===== src/rtl/ws2812_encoder_pkg.sv =====
`timescale 1ns/1ps
`default_nettype none
// ============================================================================
//  Module      : ws2812_encoder_pkg
//  Description : Shared state encoding and default 25 MHz bit timing for the
//                WS2812 serial encoder, so the LED controller and the encoder
//                agree on one set of numbers.
//  Revision    : 1.0 - initial release
// ============================================================================
package ws2812_encoder_pkg;

    // Encoder states; encoding fixed so other blocks can decode it.
    typedef enum logic [1:0] {
        IDLE  = 2'd0,
        SHIFT = 2'd1,
        LATCH = 2'd2
    } state_e;

    // Default timing at a 25 MHz clock (40 ns per cycle).
    localparam int unsigned c_t0h_cyc_dflt   = 10;    // 400 ns
    localparam int unsigned c_t1h_cyc_dflt   = 20;    // 800 ns
    localparam int unsigned c_tbit_cyc_dflt  = 31;    // 1.24 us
    localparam int unsigned c_reset_cyc_dflt = 1500;  // 60 us latch

    // Index of the first bit on the wire (GRB, MSB first).
    localparam logic [4:0] c_first_bit_idx = 5'd23;

endpackage
`default_nettype wire


===== src/rtl/ws2812_encoder_if.sv =====
`timescale 1ns/1ps
`default_nettype none
// ============================================================================
//  Module      : ws2812_encoder_if
//  Description : Pixel stream handshake into the WS2812 encoder
//                (pixel, last flag, valid/ready).
//  Revision    : 1.0 - initial release
// ============================================================================
interface ws2812_encoder_if;
    logic [23:0] pixel_i;   // GRB, bit 23 sent first
    logic        last_i;    // final pixel of the frame
    logic        valid_i;
    logic        ready_o;

    // Pixel source (frame logic)
    modport master (output pixel_i, output last_i, output valid_i, input ready_o);
    // Encoder side
    modport slave  (input pixel_i, input last_i, input valid_i, output ready_o);
endinterface
`default_nettype wire


===== src/rtl/ws2812_bit_timer.sv =====
`timescale 1ns/1ps
`default_nettype none
// ============================================================================
//  Module      : ws2812_bit_timer
//  Description : Times one WS2812 bit cell. Owns the phase counter, reports
//                the line level for the current phase and strobes on the last
//                cycle of each cell.
//  Revision    : 1.0 - initial release
// ============================================================================
module ws2812_bit_timer #(
    parameter int unsigned T0H_CYC  = 10,
    parameter int unsigned T1H_CYC  = 20,
    parameter int unsigned TBIT_CYC = 31
) (
    input  wire logic clk,
    input  wire logic reset,         // synchronous, active low
    input  wire logic run_i,         // bit cells are being emitted
    input  wire logic start_i,       // restart the cell at phase 0
    input  wire logic bit_i,         // value of the current bit
    output logic      level_o,       // line level for this phase
    output logic      end_of_bit_o   // last cycle of the cell
);

    localparam int unsigned    c_pw       = $clog2(TBIT_CYC);
    localparam logic [c_pw-1:0] c_t0h     = c_pw'(T0H_CYC);
    localparam logic [c_pw-1:0] c_t1h     = c_pw'(T1H_CYC);
    localparam logic [c_pw-1:0] c_last_ph = c_pw'(TBIT_CYC - 1);

    logic [c_pw-1:0] phase_cnt_q;
    logic [c_pw-1:0] phase_cnt_d;

    // Line level and cell-end strobe from the current phase.
    always_comb begin
        end_of_bit_o = run_i && (phase_cnt_q == c_last_ph);
        level_o      = run_i && (phase_cnt_q < (bit_i ? c_t1h : c_t0h));
    end

    // Phase advance: wraps at the cell end so consecutive cells abut.
    always_comb begin
        phase_cnt_d = phase_cnt_q + c_pw'(1);
        if (!run_i || start_i || end_of_bit_o) begin
            phase_cnt_d = '0;
        end
    end

    // Phase register.
    always_ff @(posedge clk) begin
        if (!reset) begin
            phase_cnt_q <= '0;
        end else begin
            phase_cnt_q <= phase_cnt_d;
        end
    end

endmodule
`default_nettype wire


===== src/rtl/ws2812_encoder.sv =====
`timescale 1ns/1ps
`default_nettype none
// ============================================================================
//  Module      : ws2812_encoder
//  Description : Serialises 24-bit GRB pixels into the WS2812 single-wire NRZ
//                waveform and closes each frame with a low latch period.
//                Optional macro WS2812_UNDERRUN_CNT_EN adds a saturating
//                8-bit count of frames truncated by a missing pixel.
//  Revision    : 1.0 - initial release
// ============================================================================
module ws2812_encoder
    import ws2812_encoder_pkg::*;
#(
    parameter int unsigned T0H_CYC   = c_t0h_cyc_dflt,
    parameter int unsigned T1H_CYC   = c_t1h_cyc_dflt,
    parameter int unsigned TBIT_CYC  = c_tbit_cyc_dflt,
    parameter int unsigned RESET_CYC = c_reset_cyc_dflt
) (
    input  wire logic            clk,
    input  wire logic            reset,   // synchronous, active low
    ws2812_encoder_if.slave      pix,
    output logic                 led_o,
    output logic                 busy_o,
    output logic                 done_o
`ifdef WS2812_UNDERRUN_CNT_EN
    , output logic [7:0]         underrun_cnt_o
`endif
);

    localparam int unsigned     c_lw         = $clog2(RESET_CYC + 1);
    localparam logic [c_lw-1:0] c_latch_last = c_lw'(RESET_CYC - 1);

    state_e           state_q, state_d;
    logic [23:0]      shift_q, shift_d;
    logic [4:0]       bit_idx_q, bit_idx_d;
    logic             last_q, last_d;
    logic [c_lw-1:0]  latch_cnt_q, latch_cnt_d;
    logic             led_q, led_d;

    logic             w_accept_ok;
    logic             w_start_bit;
    logic             w_level;
    logic             w_end_of_bit;

    ws2812_bit_timer #(
        .T0H_CYC  (T0H_CYC),
        .T1H_CYC  (T1H_CYC),
        .TBIT_CYC (TBIT_CYC)
    ) u_bit_timer (
        .clk          (clk),
        .reset        (reset),
        .run_i        (state_q == SHIFT),
        .start_i      (w_start_bit),
        .bit_i        (shift_q[23]),
        .level_o      (w_level),
        .end_of_bit_o (w_end_of_bit)
    );

    // Next-state logic: pixel loading, bit stepping, frame end and latch.
    always_comb begin
        state_d     = state_q;
        shift_d     = shift_q;
        bit_idx_d   = bit_idx_q;
        last_d      = last_q;
        latch_cnt_d = latch_cnt_q;
        w_accept_ok = 1'b0;
        w_start_bit = 1'b0;
        unique case (state_q)
            IDLE: begin
                w_accept_ok = 1'b1;
                latch_cnt_d = '0;
                if (pix.valid_i) begin
                    shift_d     = pix.pixel_i;
                    last_d      = pix.last_i;
                    bit_idx_d   = c_first_bit_idx;
                    w_start_bit = 1'b1;
                    state_d     = SHIFT;
                end
            end
            SHIFT: begin
                if (w_end_of_bit) begin
                    if (bit_idx_q != 5'd0) begin
                        shift_d   = {shift_q[22:0], 1'b0};
                        bit_idx_d = bit_idx_q - 5'd1;
                    end else if (last_q) begin
                        state_d     = LATCH;
                        latch_cnt_d = '0;
                    end else begin
                        // Pixel boundary: the next pixel must be here now,
                        // otherwise the frame is cut short (never stalled).
                        w_accept_ok = 1'b1;
                        if (pix.valid_i) begin
                            shift_d   = pix.pixel_i;
                            last_d    = pix.last_i;
                            bit_idx_d = c_first_bit_idx;
                        end else begin
                            state_d     = LATCH;
                            latch_cnt_d = '0;
                        end
                    end
                end
            end
            LATCH: begin
                if (latch_cnt_q == c_latch_last) begin
                    state_d     = IDLE;
                    latch_cnt_d = '0;
                end else begin
                    latch_cnt_d = latch_cnt_q + c_lw'(1);
                end
            end
            default: begin
                state_d = IDLE;
            end
        endcase
        led_d = w_level;
    end

    // State, datapath and registered line output.
    always_ff @(posedge clk) begin
        if (!reset) begin
            state_q     <= IDLE;
            shift_q     <= '0;
            bit_idx_q   <= '0;
            last_q      <= 1'b0;
            latch_cnt_q <= '0;
            led_q       <= 1'b0;
        end else begin
            state_q     <= state_d;
            shift_q     <= shift_d;
            bit_idx_q   <= bit_idx_d;
            last_q      <= last_d;
            latch_cnt_q <= latch_cnt_d;
            led_q       <= led_d;
        end
    end

    // ready is held low while reset is asserted, even though state is IDLE.
    assign pix.ready_o = w_accept_ok && reset;
    assign led_o       = led_q;
    assign busy_o      = (state_q != IDLE);
    assign done_o      = (state_q == LATCH) && (latch_cnt_q == c_latch_last);

`ifdef WS2812_UNDERRUN_CNT_EN
    logic       w_underrun_evt;
    logic [7:0] underrun_cnt_q, underrun_cnt_d;

    // Underrun counter: one count per truncated frame, saturating.
    always_comb begin
        w_underrun_evt = (state_q == SHIFT) && w_end_of_bit && (bit_idx_q == 5'd0)
                         && !last_q && !pix.valid_i;
        underrun_cnt_d = underrun_cnt_q;
        if (w_underrun_evt && (underrun_cnt_q != 8'hFF)) begin
            underrun_cnt_d = underrun_cnt_q + 8'd1;
        end
    end

    // Underrun counter register; only reset clears it.
    always_ff @(posedge clk) begin
        if (!reset) begin
            underrun_cnt_q <= 8'd0;
        end else begin
            underrun_cnt_q <= underrun_cnt_d;
        end
    end

    assign underrun_cnt_o = underrun_cnt_q;
`endif

endmodule
`default_nettype wire

===== src/flat_wrapper.sv =====
// flat-port wrapper written by rule: the top's interface ports become plain ports
module ws2812_encoder_flat import ws2812_encoder_pkg::*;
#(
    parameter int unsigned T0H_CYC   = c_t0h_cyc_dflt,
    parameter int unsigned T1H_CYC   = c_t1h_cyc_dflt,
    parameter int unsigned TBIT_CYC  = c_tbit_cyc_dflt,
    parameter int unsigned RESET_CYC = c_reset_cyc_dflt
)
  (clk, reset, led_o, busy_o, done_o, pix_pixel_i, pix_last_i, pix_valid_i, pix_ready_o);
  ws2812_encoder_if pix_i ();
  input  wire logic clk;
  input  wire logic reset;
  output logic led_o;
  output logic busy_o;
  output logic done_o;
  input wire logic [$bits(pix_i.pixel_i)-1:0] pix_pixel_i;
  input wire logic [$bits(pix_i.last_i)-1:0] pix_last_i;
  input wire logic [$bits(pix_i.valid_i)-1:0] pix_valid_i;
  output wire logic [$bits(pix_i.ready_o)-1:0] pix_ready_o;
  assign pix_i.pixel_i = pix_pixel_i;
  assign pix_i.last_i = pix_last_i;
  assign pix_i.valid_i = pix_valid_i;
  assign pix_ready_o = pix_i.ready_o;
  ws2812_encoder #(.T0H_CYC(T0H_CYC), .T1H_CYC(T1H_CYC), .TBIT_CYC(TBIT_CYC), .RESET_CYC(RESET_CYC)) u_core (.clk(clk), .reset(reset), .pix(pix_i), .led_o(led_o), .busy_o(busy_o), .done_o(done_o));
endmodule

===== config.mk =====
export PLATFORM = sky130hd
export DESIGN_NAME = ws2812_encoder_flat
export DESIGN_NICKNAME = d
export VERILOG_FILES = /design/src/rtl/ws2812_encoder_pkg.sv /design/src/rtl/ws2812_encoder_if.sv /design/src/rtl/ws2812_bit_timer.sv /design/src/rtl/ws2812_encoder.sv /design/src/flat_wrapper.sv
export SDC_FILE = /design/constraint.sdc
export NUM_CORES = 1
export LEC_CHECK = 0
export CAP_MARGIN = 20
export CORE_MARGIN = 2
export CORE_UTILIZATION = 50
export DETAILED_ROUTE_END_ITERATION = 8
export PLACE_DENSITY = 0.76
export SLEW_MARGIN = 30
export SYNTH_ARGS = -nofsm -noshare
export SYNTH_HDL_FRONTEND = slang
export SYNTH_SLANG_ARGS = --single-unit

===== constraint.sdc =====
create_clock -name clk -period 1.9 [get_ports clk]
set_input_delay 0.475 -clock clk [delete_from_list [all_inputs] [get_ports clk]]
set_output_delay 0.475 -clock clk [all_outputs]
set_load 0.02 [all_outputs]

; ---- Word-level counts from Yosys, hierarchy flattened
; Index checks and enable logic that the tools add are counted.
[totals]
register_bits = 49
latch_bits = 0
mem_bits_rw = 0
romBits = 0
in_bits = 28
out_inout_bits = 4
elab_cells = 75
mem_count = 0
[classes]
n_addsub = 3
n_mul = 0
n_div = 0
magnitude_cmp = 1
n_eq_ne = 10
shifts = 0
mux = 36
bitwise_logic = 1
n_reduce_logical = 17
[op_table]
columns = cell, n
row1 = $mux 24, 4
row2 = $mux 11, 5
row3 = $pmux 24 s2, 1
row4 = $pmux 11 s3, 1
row5 = $mux 5, 5
row6 = $mux 2, 6
row7 = $add 11x1->11 const B, 1
row8 = $eq 11x11->1 const B, 1
row9 = $mux 1, 10
row10 = $pmux 5 s2, 1
row11 = $reduce_and 4->1, 2
row12 = $pmux 2 s3, 1
row13 = $add 5x1->5 const B, 1
row14 = $eq 5x5->1 const B, 1
row15 = $lt 5x5->1, 1
row16 = $reduce_and 5->1, 1
row17 = $reduce_bool 5->1, 1
row18 = $sub 5x1->5 const B, 1
row19 = $logic_and 1x1->1, 4
row20 = $ne 2x1->1 const B, 2
row21 = $ne 2x2->1 const B, 2
row22 = $pmux 1 s2, 2
row23 = $reduce_bool 2->1, 2
row24 = $ne 3x2->1 const B, 1
row25 = other kinds (10), 11

; ---- Logic depth before layout (Yosys ltp)
; Gate-level depths: netlist (run 1).
[logic_depth]
word_depth = 5
mapped_depth = 8
mapped_depth_nobuf = 6

; ---- Modules after synthesis
; A second synthesis (run 1) with hierarchy kept.
[hier_totals]
hier_cells = 300
area_unflattened_um2 = 2587.5
[modules_own_cells]
columns = module, instances, cells_per_inst, area_each_um2, seq_area_each_um2
row1 = ws2812_encoder, 1, 268, 2301.0, 880.8
row2 = ws2812_bit_timer, 1, 32, 286.5, 100.1

; ---- Worst setup path before layout (run 1)
; Ideal clock, no wire load.
[synth_path]
kind = reg2out
from = reg u_core.latch_cnt_q[0]
to = out done_o
t_arrival_ns = 1.469
required_time_ns = 1.425
path_slack_ns = -0.044
stages_incl_launch_ff = 5
n_path_buf = 0
path_cell_list = dfxtp_1 ha_1 nand4bb_1 or4_1 nor2_1
[synth_between]
elab_chain_cells = 2
[synth_rtl]
columns = item, line_no
row1 = from (decl), ws2812_encoder.sv:37  ; logic [c_lw-1:0] latch_cnt_q, latch_cnt_d;
row2 = from (signal assigned), ws2812_encoder.sv:132  ; latch_cnt_q <= latch_cnt_d;
row3 = $eq 11x11->1, ws2812_encoder.sv:141  ; assign done_o = (state_q == LATCH) && (latch_cnt_q == c_latch_last);
row4 = $logic_and 1x1->1, ws2812_encoder.sv:141
row5 = to (decl), flat_wrapper.sv:15  ; output logic done_o;
; Every way passes these cells.

; ---- Worst setup path in the final report (run 1)
[layout_path]
from = reg u_core.latch_cnt_q[1]
to = out done_o
; Same word-level chain as after synthesis.

==> out/metrics.csv, run 1 <==
metric,value,unit
drive_above_1_share,33.8,%
clock-sinks,49,
globalplace.congestion,0.821,
drv_cap,0,
async_reset_ff_share,0,%
syn_area,2540,um2
holdCritStartpoint,u_core.latch_cnt_q[10]$_SDFFE_PN0P_,
tightest_slew,0.466,ns
fin_skew,0.0115,ns
synth_compound_area_share,24.3,%
path_clk_slew,0.09,ns
outcome,"complete, but fails checks",
grt_pass1_wl,10.1,mm
cts_tree,yes,
hpwlAfterDp,4.08,mm
die_y,75.3,um
cp-start-kind,register,
ys.flop_type,dfxtp_1,
initialDrtViolationCount,164,
grt_max_degree,28,
fin_crit_sh,109,%
slowest_delay,0.45,ns
register_area,986,um2
synth-edff-count,0,
grt_usage,23.0,%
power_density,617,nW/um2
clock_path_buffers,2,
portBuffers,31,
rsz0062_at_grt,yes,
rows,25,
min_path_cells,1,
multi_input_area,1590,um2
vias_per_cell,5.85,
synth_most_common_cell,dfxtp_1,
peakVddDrop,0.459,mV
first_pass_iters,4,
coreArea,4820,um2
synthSimpleGateAreaFrac,17.1,%
final_nets,372,
crit_chain,"ha_4, nand4bb_1, or4_4, nor2_4, buf_6",
synth_top_area_cell,dfxtp_1,
cp_max_fo,2,
regToRegEndpoint,u_core.shift_q[16]$_SDFFE_PN0P_,
leakage,1.34,nW
initial_core_util,52.8,%
io_pins,32,
endpoint_kind,output pin,
fmax,482,MHz
hp-class,reg2reg,
overflow,0,
via_count,2365,
synth_top_family_by_area,compound AO/OA/AOI/OAI gates,
drtAntennaViolNets,0,
synth.area.top_cells,"dfxtp_1, mux2i_1, o41ai_1",
finalPower,2.18,mW
synth_common_cells,"dfxtp_1, mux2i_1, o41ai_1",
arrival,1.60,ns
synth.avg_cell_area,9.59,um2
synth_fp_nets,300,
place_ws,-0.407,ns
synth_cells,265,
synth_xor_area_share,1.72,%
fp.dieW,75.3,um
report.final.hold_viol_count,0,
syn_to_final_growth,38.9,%
worst_slack,-0.177,ns
synth_top_area_share,38.6,%
antenna_found_initial,0,
min_period,2.08,ns
nFillCells,354,
synth_fa_ha_area_share,3.44,%
post-route-drc-count,0,
r2r_start,u_core.bit_idx_q[0]$_SDFFE_PN0P_,
ys_ff_latch,49,
wl_per_cell,15.6,um
cts_buffers,5,
synthMuxAreaShare,10.3,%
setup_viol,2,
final.setup.tns,-0.347,ns
max_slew_margin,68.6,%
routed_wirelength,6.32,mm
ys_types,53,
htree_levels,2,
violations,setup timing,
first_global_vias,2256,
clock_latency,0.30,ns
cts-root-buf,clkbuf_8,
yosys_warnings,0,
final_max_slew_viol_count,0,
critical_path_class,reg2out,
diodes,0,
die-area,5670,um2
min_to,u_core.latch_cnt_q[10]$_SDFFE_PN0P_,
yosysSeqAreaShare,38.6,%
r2r_setup_slack,0.08,ns
cp_slowest_cell,or4_4,
reg2regPathDepth,8,
worstPathRequired,1.42,ns
registers in the layout (all words and copies together), names as in the netlist:
| signal | count |
|---|---|
| u_core.bit_idx_q | 5 |
| u_core.last_q | 1 |
| u_core.latch_cnt_q | 11 |
| u_core.led_o | 1 |
| u_core.shift_q | 24 |
| u_core.state_q | 2 |
| u_core.u_bit_timer.phase_cnt_q | 5 |
worst max-delay path by stage:
stage | start | end | cells past startpoint
2_1_floorplan | u_core.latch_cnt_q[0]$_SDFFE_PN0P_ | done_o | 4
3_5_place_dp | u_core.bit_idx_q[1]$_SDFFE_PN0P_ | pix_ready_o | 7
6_report | u_core.latch_cnt_q[1]$_SDFFE_PN0P_ | done_o | 5
5_1_grt | u_core.latch_cnt_q[1]$_SDFFE_PN0P_ | done_o | 5
4_1_cts | u_core.bit_idx_q[1]$_SDFFE_PN0P_ | pix_ready_o | 7
3_3_place_gp | u_core.latch_cnt_q[0]$_SDFFE_PN0P_ | done_o | 5
metrics by stage:
step / utilization, % / area (um2) / std cells / hold slack, ns
2_1_floorplan: - / 2540 / 265 / 0.430
3_3_place_gp: 66.9 / 3220 / 390 / 0.461
3_5_place_dp: 66.9 / 3220 / 390 / 0.466
4_1_cts: 71.0 / 3420 / 405 / 0.479
5_1_grt: 73.3 / 3530 / 404 / 0.492
6_report: 73.3 / 3530 / 404 / 0.482
critical path, delay by kind of cell, from the launching register on:
| kind | cells | cell delay (ns) |
|---|---|---|
| flops | 1 | 0.36 |
| fa+ha+maj | 1 | 0.13 |
| buf+inv | 1 | 0.12 |
| simple gates | 3 | 0.68 |
cells in the final DEF (no fill, tap or decap), types with 5 or more instances in the layout:
cell             count
o41ai_2             10
dfxtp_1             45
buf_6                6
nand2_1             16
o41ai_1             13
nor2_1              10
inv_1                6
a21oi_2             20
clkdlybuf4s50_1     28
clkbuf_8             6
nand2b_1             5
buf_4               45
nand3_1             12
mux2i_1             25
a21oi_1              6
timing repair:
item | 4_1_cts | 5_1_grt
resized for setup | 28 | 22
setup buffers | 8 | 3
hold buffers | 0 | 0
endpoints found under the setup margin | 31 | 37
pin swaps | 8 | 7
layer usage:
layer / vias up / GRT usage (%) / wire, um
met4: 0 / 7.99 / 117
met1: 1139 / 29.2 / 2770
met5: - / 0 / 0
met3: 13 / 4.63 / 210
li1: 1157 / - / -
met2: 56 / 39.0 / 3220
kinds of logic after synthesis:
group | Yosys count
AOI/OAI and AO/OA | 76
adders and majority gates | 7
buffers and inverters | 26
and+or+nand+nor | 76
muxes | 26
DFF | 49
xor gates and xnor gates | 5
where the power goes:
| part | switching (mW) | internal [mW] |
|---|---|---|
| clock | 0.345 | 0.288 |
| combinational | 0.193 | 0.230 |
| sequential | 0.0382 | 1.08 |
final cells by class:
class	count	area share (%)
Clock buffer	6	2.34
Multi-Input combinational cell	190	44.9
Timing Repair Buffer	83	21.4
Clock inverter	1	0.213
Inverter	8	0.850
Tap cell	67	2.37
Sequential cell	49	27.9
Power figures use the tool's default switching activity.
==> run 2: changes to the inputs <==
--- a/config.mk
+++ b/config.mk
@@ -10,7 +10,9 @@
 export CORE_UTILIZATION = 50
 export DETAILED_ROUTE_END_ITERATION = 8
 export PLACE_DENSITY = 0.76
+export RECOVER_POWER = 100
 export SLEW_MARGIN = 30
 export SYNTH_ARGS = -nofsm -noshare
 export SYNTH_HDL_FRONTEND = slang
+export SYNTH_HIERARCHICAL = 1
 export SYNTH_SLANG_ARGS = --single-unit
==> run 2 against run 1 <==
Highest routed layer unchanged. Critical path type unchanged. Clock skew fell by 0.0017 ns. Register-to-register slack lost 0.07 ns. First-iteration DRC count is 48% lower. The flow still finishes with violations (setup timing).
==> out/metrics.csv, run 2 <==
metric,value,unit,change
outcome,"complete, but fails checks",,
violations,setup timing,,
final.setup.tns,-0.285,ns,+0.0619 ns
initialDrtViolationCount,85,,-48%
routed_wirelength,5.91,mm,-6.5%
ys_types,45,,-15%
top_register,u_core/shift_q,,
busiest_layer,met2,,
synth_cells,300,,+13%
r2r_setup_slack,0.01,ns,-0.07 ns
grt_usage,21.4,%,-1.6 points
die_y,75.9,um,+0.83%
yosys_warnings,6,,+6
r2r_start,u_core/u_bit_timer/phase_cnt_q[0]$_SDFF_PP0_,,
layout_commonest_cell,nand2_1,,
coreArea,5040,um2,+4.7%
drive_above_1_share,25.9,%,-8.0 points
cts_buffers,5,,unchanged
cts_tree,yes,,
io_pins,32,,unchanged
top_regs,"u_core/shift_q: 24 flops, u_core/latch_cnt_q: 11 flops",,
clock-sinks,49,,unchanged
critical_path_class,reg2out,,
synth_fp_nets,335,,+12%
finalPower,2.17,mW,-0.30%
largest_register_ff_count,24,,unchanged
fin_cells,441,,+9.2%
fmax,458,MHz,-5.0%
synth_top_area_share,37.9,%,-0.67 points
drv_cap,0,,unchanged
leakage,1.39,nW,+3.8%
drtAntennaViolNets,0,,unchanged
clock_latency,0.30,ns,about the same
antenna_found_initial,0,,unchanged
wl_per_cell,13.4,um,-14%
layout_common_cells,"nand2_1, buf_4, dfxtp_1",,
synth.area.top_cells,"dfxtp_1, nand2_1, o31ai_1",,
cts_hold_buffers,0,,unchanged
vias_per_cell,5.39,,-7.8%
first_pass_iters,4,,unchanged
fp.dieW,75.9,um,+0.83%
min_period,2.18,ns,+0.108 ns
max_slew_margin,65.3,%,-3.3 points
synth_most_common_cell,nand2_1,,
yosysSeqAreaShare,37.9,%,-0.67 points
cts-root-buf,clkbuf_8,,
portBuffers,31,,unchanged
fin_crit_sh,115,%,+5.7 points
critPathLaunch,u_core/bit_idx_q[1]$_SDFFE_PN0P_,,
final_max_slew_viol_count,0,,unchanged
arrival,1.71,ns,+0.11 ns
grt_pass1_wl,10.4,mm,+3.2%
dp.cells,430,,+10%
clock_path_buffers,2,,unchanged
path_clk_slew,0.09,ns,about the same
synth_top_area_cell,dfxtp_1,,
htree_levels,2,,unchanged
hpwlAfterDp,4.08,mm,+0.13%
setup_viol,1,,-1
synth_common_cells,"nand2_1, dfxtp_1, o31ai_1",,
met1_usage,29.4,%,+0.14 points
grt_use_met2,35.7,%,-3.3 points
rows,26,,+4.0%
endpoint_kind,output pin,,
worstPathRequired,1.42,ns,about the same
ys_ff_latch,49,,unchanged
holdCritStartpoint,u_core/shift_q[2]$_SDFFE_PN0P_,,
fin_skew,0.00982,ns,-0.00173 ns
report.final.hold_viol_count,0,,unchanged
final_nets,405,,+8.9%
syn_to_final_growth,33.8,%,
synth.avg_cell_area,8.62,um2,-10%
ys.flop_type,dfxtp_1,,
power_density,627,nW/um2,+1.7%
grt_max_degree,41,,+46%
peakVddDrop,0.490,mV,+6.9%
via_count,2379,,+0.59%
tightest_slew,0.515,ns,+0.0486 ns
post-route-drc-count,0,,unchanged
hp-class,reg2reg,,
syn_area,2590,um2,+1.8%
globalplace.congestion,0.836,,+1.7%
nFillCells,408,,+15%
initial_core_util,51.3,%,-1.5 points
met3_usage,3.33,%,-1.3 points
synth-edff-count,0,,unchanged
rsz0062_at_grt,yes,,
cp_max_fo,2,,unchanged
first_global_vias,2308,,+2.3%
async_reset_ff_share,0,%,unchanged
cp-start-kind,register,,
worst_slack,-0.285,ns,-0.108 ns
diodes,0,,unchanged
die-area,5770,um2,+1.7%
overflow,0,,unchanged
run 2: metrics by stage:
stage                     utilization (%)  area, um2  hold WS (ns)  worst slack (ns)
after floorplan                         -       2610         0.430           0.00317
after global placement               64.6       3260         0.459            -0.477
after detailed placement             64.6       3260         0.464            -0.489
after CTS                            67.4       3400         0.479            -0.271
after global routing                 68.6       3460         0.497            -0.334
final                                68.6       3460         0.475            -0.285
run 2: where the power goes:
part | switching [mW] | internal, mW
registers | 0.0315 | 1.09
clock network | 0.351 | 0.262
logic | 0.220 | 0.222
total | 0.602 | 1.57
run 2: path summary, 6_finish.rpt:
kind	endpoint	cells after the start
worst max-delay path	pix_ready_o	6
worst min-delay path	u_core/shift_q[3]$_SDFFE_PN0P_	2
worst max register to register	u_core/shift_q[23]$_SDFFE_PN0P_	10
worst min register to register	u_core/shift_q[3]$_SDFFE_PN0P_	2
run 2: timing repair:
action                                  in CTS  in global routing
endpoints found under the setup margin       3                 35
pin swaps                                    4                  3
gates resized for setup                     24                 17
gates cloned                                 0                  1
setup buffers                                1                  1
run 2: cell families (layout without fill, tap and decap cells):
group / count (synthesis) / count (layout) / share of synthesized area (%)
and+or+nand+nor: 123 / 123 / 23.7
AOI/OAI and AO/OA: 83 / 83 / 25.5
DFF: 49 / 49 / 37.9
buffers and inverters: 28 / 99 / 5.85
adders and majority gates: 7 / 7 / 3.38
xor gates and xnor gates: 5 / 5 / 1.69
muxes: 5 / 5 / 1.93
run 2: critical path: stages (launching register included):
cell and delay, ns:
dfxtp_2 0.34, inv_2 0.06, ha_4 0.13, or3b_4 0.38, o31ai_2 0.19, and3_4 0.21
buf_6 0.11
run 2: metal layers:
metal | vias up | routed length, um
met4 | 0 | 11
met3 | 4 | 214
met1 | 1112 | 2870
li1 | 1220 | -
met2 | 43 | 2810
met5 | - | 0
run 2: final cells by class:
cell class / instances / area (um2) / share of cell area, %
Multi-Input combinational cell: 223 / 1550 / 44.7
Sequential cell: 49 / 988 / 28.6
Timing Repair Buffer: 81 / 709 / 20.5
Tap cell: 70 / 87.6 / 2.53
Clock buffer: 5 / 68.8 / 1.99
Inverter: 10 / 37.5 / 1.08
Clock inverter: 3 / 22.5 / 0.651
==> run 3: changes to the inputs <==
--- a/config.mk
+++ b/config.mk
@@ -6,7 +6,6 @@
 export NUM_CORES = 1
 export LEC_CHECK = 0
 export CAP_MARGIN = 20
-export CORE_MARGIN = 2
 export CORE_UTILIZATION = 50
 export DETAILED_ROUTE_END_ITERATION = 8
 export PLACE_DENSITY = 0.76
==> run 3 against run 2 <==
The flow still finishes with violations (setup timing). Via count rose by 1.8%. Fmax fell by 1.8%. Register-to-register slack improved by 0.09 ns. Global-route usage rose by 1.8 points. Cell area rose by 1.2%. Count of clock-buffer cells in the layout rose by 2. First-iteration DRC count rose by 94%. Critical path type unchanged.
==> out/metrics.csv, run 3 (synthesis results as in run 2) <==
metric,value,unit,change
clock_latency,0.30,ns,about the same
clock_path_buffers,2,,unchanged
cts_hold_buffers,0,,unchanged
peakVddDrop,0.442,mV,-9.9%
coreArea,4850,um2,-3.8%
min_period,2.23,ns,+0.0409 ns
cts-root-buf,clkbuf_8,,
clock-sinks,49,,unchanged
io_pins,32,,unchanged
layout_common_cells,"nand2_1, dfxtp_1, buf_4",,
max_slew_margin,62.0,%,-3.3 points
worst_slack,-0.326,ns,-0.0409 ns
top_regs,"u_core/shift_q: 24 flops, u_core/latch_cnt_q: 11 flops",,
final_max_slew_viol_count,0,,unchanged
register_area,987,um2,-0.13%
cts_tree,yes,,
die-area,5470,um2,-5.2%
drive_above_1_share,25.8,%,-0.070 points
crit_chain,"inv_2, ha_4, or3b_4, o31ai_4, and3_4, buf_6",,
cp-start-kind,register,,
via_count,2421,,+1.8%
post-route-drc-count,0,,unchanged
critPathLaunch,u_core/bit_idx_q[0]$_SDFFE_PN0P_,,
multi_input_area,1560,um2,+0.97%
first_pass_iters,4,,unchanged
holdCritStartpoint,u_core/shift_q[13]$_SDFFE_PN0P_,,
min_to,u_core/shift_q[14]$_SDFFE_PN0P_,,
critical_path_class,reg2out,,
tightest_slew,0.564,ns,+0.0485 ns
hold_ws,0.476,ns,+0.00126 ns
regToRegEndpoint,u_core/shift_q[19]$_SDFFE_PN0P_,,
path_clk_slew,0.08,ns,about the same
vias_per_cell,5.51,,+2.2%
setup_viol,1,,unchanged
worstPathRequired,1.42,ns,about the same
reg2regPathDepth,10,,unchanged
cp_max_fo,2,,unchanged
initialDrtViolationCount,165,,+94%
hpwlAfterDp,3.86,mm,-5.5%
rsz0062_at_grt,yes,,
grt_max_degree,41,,unchanged
rows,25,,-3.8%
grt_pass1_wl,9.93,mm,-4.9%
min_path_cells,2,,unchanged
nFillCells,378,,-7.4%
wl_per_cell,13.3,um,-0.75%
fin_area,3500,um2,+1.2%
diodes,0,,unchanged
drv_cap,0,,unchanged
layout_commonest_cell,nand2_1,,
die_y,73.9,um,-2.6%
portBuffers,31,,unchanged
outcome,"complete, but fails checks",,
leakage,1.40,nW,+0.54%
fp.dieW,73.9,um,-2.6%
fin_crit_sh,117,%,+2.2 points
r2r_setup_slack,0.10,ns,+0.09 ns
cp_slowest_cell,or3b_4,,
grt_usage,23.2,%,+1.8 points
overflow,0,,unchanged
top_register,u_core/shift_q,,
fin_skew,0.00547,ns,-0.00435 ns
largest_register_ff_count,24,,unchanged
arrival,1.75,ns,+0.04 ns
dpl_cell_area,3280,um2,+0.73%
hp-class,reg2reg,,
endpoint_kind,output pin,,
initial_core_util,53.4,%,+2.1 points
report.final.hold_viol_count,0,,unchanged
globalplace.congestion,0.804,,-3.8%
slowest_delay,0.40,ns,+0.02 ns
htree_levels,2,,unchanged
drtAntennaViolNets,0,,unchanged
antenna_found_initial,0,,unchanged
final_util,72.2,%,+3.6 points
syn_to_final_growth,35.3,%,
routed_wirelength,5.84,mm,-1.2%
final_nets,407,,+0.49%
first_global_vias,2238,,-3.0%
cts_buffers,5,,unchanged
fmax,449,MHz,-1.8%
power_density,626,nW/um2,-0.13%
violations,setup timing,,
r2r_start,u_core/u_bit_timer/phase_cnt_q[0]$_SDFF_PP0_,,
-- run 3: cell count changes in the layout (fill, tap and decap cells not counted), moves of 2 or more --
cell and change:
buf_6 +6, clkinv_4 -2, buf_8 -2, buf_4 -2
-- run 3: cell type report --
cell class              count  area share [%]
repair buffers             83            21.3
flip-flops and latches     49            28.2
multi-input cells         223            44.6
inverters                  10            1.07
well taps                  67            2.39
clock buffers               7            2.47
-- run 3: metal layers --
metal	global-route usage, %	part of all wire, %
met1	31.7	50
met2	36.1	46
met3	5.42	3.2
met4	8.12	1.1
met5	0	0
-- run 3: power by group --
group / switching, mW / internal (mW)
sequential: 0.0321 / 1.08
clock: 0.337 / 0.290
combinational: 0.222 / 0.228
-- run 3: repair_timing --
| action | CTS | global route |
|---|---|---|
| endpoints found under the setup margin | 3 | 35 |
| buffers inserted | 1 | 2 |
| pin swaps | 5 | 10 |
| resized for setup | 23 | 23 |
| gates cloned | 0 | 1 |
-- run 3: worst max-delay path by stage --
| stage | to | slack, ns |
|---|---|---|
| after floorplan | pix_ready_o | 0.003 |
| after global placement | pix_ready_o | -0.49 |
| after detailed placement | pix_ready_o | -0.53 |
| after CTS | pix_ready_o | -0.28 |
| after global routing | pix_ready_o | -0.40 |
| final | pix_ready_o | -0.33 |
-- run 3: worst max-delay path, delay by kind of cell (launching register included) --
family	cells	cell delay (ns)
simple gates	2	0.60
flops	1	0.34
compound gates	1	0.22
buf+inv	2	0.18
fa+ha+maj	1	0.13
-- run 3: per-stage QoR --
stage	instances	power, mW	setup slack [ns]	TNS, ns
after CTS	437	2.20	-0.284	-0.284
after global placement	429	1.55	-0.494	-2.55
after global routing	439	2.31	-0.404	-0.527
final	439	2.19	-0.326	-0.326
after floorplan	300	1.39	0.00317	0
after detailed placement	429	1.56	-0.525	-3.22
